==> src/rtl/fsm_state_register.sv <==
// Purpose : current-state register of the serial sequence detector, with a detect pulse and a saturating detection count.
// Latency : one cycle; every output is registered and changes only on a rising edge (or on async reset).
// Backpres: none; an update happens only when in_valid is high, otherwise the state stalls and no result is lost.
//
// Ports:
//   clk        system clock, rising-edge active
//   rst_n      asynchronous active-low reset
//   in_valid   nextstate is valid this cycle
//   nextstate  next-state code from the transition-function stage
//   clr        synchronous clear of the state and the statistics (wins over in_valid)
//   currstate  registered current state, fed back to the transition function
//   prevstate  state held before the most recent update
//   detect     one-cycle pulse, high while currstate has just become ACCEPT_STATE
//   det_count  saturating number of detections since reset/clr
//   count_sat  sticky flag: det_count has reached its maximum
module fsm_state_register #(
    parameter logic [1:0] RESET_STATE  = 2'b00,
    parameter logic [1:0] ACCEPT_STATE = 2'b11,
    parameter int         CNT_W        = 8      // meaningful range 2..16
) (
    input  logic             clk,
    input  logic             rst_n,
    input  logic             in_valid,
    input  logic [1:0]       nextstate,
    input  logic             clr,
    output logic [1:0]       currstate,
    output logic [1:0]       prevstate,
    output logic             detect,
    output logic [CNT_W-1:0] det_count,
    output logic             count_sat
);

    localparam logic [CNT_W-1:0] CNT_MAX = {CNT_W{1'b1}};
    localparam logic [CNT_W-1:0] CNT_ONE = {{(CNT_W-1){1'b0}}, 1'b1};

    // An accepted update that lands in the accepting state is a detection.
    // Self-loops in ACCEPT_STATE count again on every valid cycle.
    logic             accept;
    logic [CNT_W-1:0] cnt_next;

    assign accept = in_valid && (nextstate == ACCEPT_STATE);

    // Saturating increment: the counter parks at its maximum instead of wrapping.
    always_comb begin
        cnt_next = det_count;
        if (det_count != CNT_MAX) begin
            cnt_next = det_count + CNT_ONE;
        end
    end

    always_ff @(posedge clk or negedge rst_n) begin
        if (!rst_n) begin
            currstate <= RESET_STATE;
            prevstate <= RESET_STATE;
            detect    <= 1'b0;
            det_count <= '0;
            count_sat <= 1'b0;
        end else if (clr) begin
            currstate <= RESET_STATE;
            prevstate <= RESET_STATE;
            detect    <= 1'b0;
            det_count <= '0;
            count_sat <= 1'b0;
        end else if (in_valid) begin
            prevstate <= currstate;
            currstate <= nextstate;
            detect    <= accept;
            if (accept) begin
                det_count <= cnt_next;
                // Sticky: once set, only reset or clr drops it.
                if (cnt_next == CNT_MAX) begin
                    count_sat <= 1'b1;
                end
            end
        end else begin
            // Stall: state and statistics hold, the pulse ends.
            detect <= 1'b0;
        end
    end

endmodule

==> config.mk <==
export PLATFORM = sky130hd
export DESIGN_NAME = fsm_state_register
export DESIGN_NICKNAME = d
export VERILOG_FILES = /design/src/rtl/fsm_state_register.sv
export SDC_FILE = /design/constraint.sdc
export NUM_CORES = 1
export LEC_CHECK = 0
export ABC_AREA = 1
export CAP_MARGIN = 20
export CORE_MARGIN = 4
export CORE_UTILIZATION = 45
export DETAILED_ROUTE_END_ITERATION = 7
export GPL_ROUTABILITY_DRIVEN = 0
export MAX_ROUTING_LAYER = met4
export PLACE_DENSITY = 0.79
export SYNTH_ARGS = -nofsm -noshare
export SYNTH_HDL_FRONTEND = slang
export SYNTH_SLANG_ARGS = --single-unit
==> constraint.sdc <==
create_clock -name clk -period 1.7 [get_ports clk]
set_input_delay 0.34 -clock clk [delete_from_list [all_inputs] [get_ports clk]]
set_output_delay 0.34 -clock clk [all_outputs]
set_load 0.1 [all_outputs]
==> metrics <==
result of the run complete, no violations; fraction of power consumed by combinational cells 0.187; final setup TNS 0 ps; adder-cell share of the synthesized area 0.01616; Setup Crit Path Kind flip-flop to flip-flop; post-layout net count 139; ratio of final minimum period to clock period 0.9625; multiplexer share of the synthesized area 0; area taken by flip-flops and latches approximately 370 µm²; via density per instance 5.490; Row Count 14; number of instances in the synthesized netlist 101; number of max-capacitance violations reported 0; post-synth net total 108; Distinct cells, synth 17; number of top-level design ports 20; Detailed Place HPWL approximately 1700 µm; f_max 0.6112 GHz; Area Overhead vs Synth 60.58%; number of clock sinks 14; worst-path fanout max 5; combinational family with the most area after synthesis simple AND/OR/NAND/NOR gates; initial antenna violation count 0; highest ir drop seen on vdd between 0.4 and 0.5 mV; initial DRC count 30; total internal power 0.5230 mW; global routing usage summed across all routing layers 0.1974; Die Wd just under 50 µm; via count of the first global-routing pass 841; Yosys warning count 0; Compound-Gate Fraction of Synth Area 0.1115; switch share 0.2863; Worst-path clk slew ~90 ps; GR Overflow Total 0; sequential power share 0.475; number of endpoints with negative hold slack in the final report 0; Buffers on Ports 19; sequential fraction of the synthesis area 0.4523; kind of end point of the critical path flip-flop; area used by multi-input combinational logic between 300 and 400 µm²; H-tree depth reported by CTS 1; number of buffers created by CTS 3; initial core utilization 0.4968; worst max-slew margin expressed relative to the limit 0.8027; simple-gate share of the synthesized area 0.3376; startpoint types flip-flop; die height around 49 µm; cell leakage power 0.5053 nW; arrival time at the worst endpoint 1860 ps; remaining antenna violation count 0; total DRC errors in the routed layout 0; detailed-route via count 807; post-synth top area share 0.4523; power per cell area 589.3 nW/µm²; Switching Power 0.2098 mW; total standard cell area after synthesis between 700 and 800 µm²; clock tree from TritonCTS done; Mapped Avg Cell Area 7.668 µm²; number of detailed-routing iterations run before antenna repair 4; Core ar. 1559 µm²; CTS Root Buffer Type clkbuf_4; worst-case reg-to-reg path depth 10; clock network fraction of design power 0.338; full die area 2449 µm²; worst-margin pin slew 295.9 ps; Max Slew Vio Count 0; final-layout fill cell count 102; number of storage elements in the synthesis netlist 14; later-pin clock latency in the skew report between 200 and 300 ps; worst clock skew on the final layout about 9.3 ps; number of buffers inserted for hold repair after clock tree synthesis 0; Post-Place Worst Slack ~73 ps; Final Routed Wirelength 2228 µm; share of final-layout standard cells stronger than drive strength 1 0.3359; antenna diode instance count 0; number of buffers between clock root and the deepest sink 2; worst hold path type primary input to async pin; post-synthesis cell type with the largest combined area dfrtp_1; required time at the endpoint of the critical path 1920 ps; dominant cells by area after synthesis dfrtp_1, nand2_1, nand3_1; setup repair after global routing missed its margin false; routed length per placed instance ~15 µm; area share of xor/xnor cells in the synthesized design 0; Final min period 1636 ps; maximum number of pins on one net before global-route repair 15; setup violators final 0; setup slack after layout around 64 ps; wire length of the first global-routing pass around 3600 µm
==> final cells by class <==
cell class | instances | area share
repair buffers | 26 | 0.3078
multi-input cells | 70 | 0.3018
flip-flops and latches | 14 | 0.2938
inverters | 17 | 0.05131
clock buffers | 4 | 0.02918
well taps | 16 | 0.01610
==> registers in the layout, summed over array words and instances, names as in the netlist <==
name,flops
det_count,8
currstate,2
count_sat,1
detect,1
prevstate,2
==> routing by layer <==
| layer | track usage | wire length, µm |
|---|---|---|
| met2 | 0.3705 | 1214 |
| met5 | - | 0 |
| met4 | 0.08756 | 29 |
| met1 | 0.2027 | 884 |
| met3 | 0.02711 | 100 |
==> worst paths after layout <==
kind | startpoint | endpoint | slack (ps)
max reg2reg | det_count[0] | count_sat | 60
min in group clk | prevstate[0] | prevstate[0] | 580
max | det_count[0] | count_sat | 60
max in group asynchronous | rst_n | det_count[0] | 1150
min reg2reg | prevstate[0] | prevstate[0] | 580
min | rst_n | det_count[7] | 340
==> through the flow <==
| stage | std cells | area (µm²) | util | hold slack [ps] | power [mW] |
|---|---|---|---|---|---|
| final | 147 | 1244 | 0.7978 | 344.6 | 0.7329 |
| after global routing | 147 | 1244 | 0.7978 | 338.2 | 0.7644 |
| after floorplan | 101 | 789.5 | - | 44.41 | 0.4189 |
| after CTS | 146 | 1224 | 0.7849 | 353.9 | 0.7280 |
| after detailed placement | 142 | 1185 | 0.7600 | 574.1 | 0.4877 |
| after global placement | 142 | 1185 | 0.7600 | 566.1 | 0.4847 |
==> worst max-delay path: stages (launching register included) <==
cell	delay (ps)
dfrtp_4	510
ha_4	180
nand2_2	90
nor2_4	60
nand2_2	90
nand2_1	60
nand2_1	100
nand2_1	70
nor2_1	100
nand3_1	140
a21oi_2	180
==> synthesized netlist by cell type (all sizes together) <==
cell and n:
o21ai 7, nor2 10, a21oi 2, nand4 1, ha 1, nand3 15, nor3 2, o22ai 6
inv 17, dfrtp 14, nand2 25, or2 1
==> timing repair <==
item                                    4_1_cts  5_1_grt
pin swaps                                     0        6
setup buffers                                 0        1
endpoints found under the setup margin        1        1
gates resized for setup                       1        2
==> cell usage in the layout (no fill, tap or decap), types with 2 or more instances in the layout <==
cell type and n:
nand2_1 23, nor2_1 6, nand3_1 15, nand2_2 2
o22ai_1 6, nor2_4 2, buf_4 7, inv_1 17
o21ai_0 6, clkbuf_4 3, dfrtp_2 6, nor2_2 2
buf_12 14, dfrtp_1 6, clkdlybuf4s50_1 5, dfrtp_4 2
nor3_2 2
==> power groups by stage <==
stage                     Clock, mW  Combinational (mW)  Sequential, mW
final                         0.248               0.137           0.348
after global routing          0.272               0.144           0.349
after CTS                     0.246               0.133           0.348
after detailed placement          0               0.133           0.355
after global placement            0               0.130           0.354
after floorplan                   0              0.0198           0.399
==> logic make-up (layout without fill, tap and decap cells) <==
family	count (synthesis)	in the layout
simple gates	54	54
buf+inv	17	47
compound gates	15	15
flops	14	14
fa+ha+maj	1	1
No activity file was read; power rests on OpenSTA's default activity.
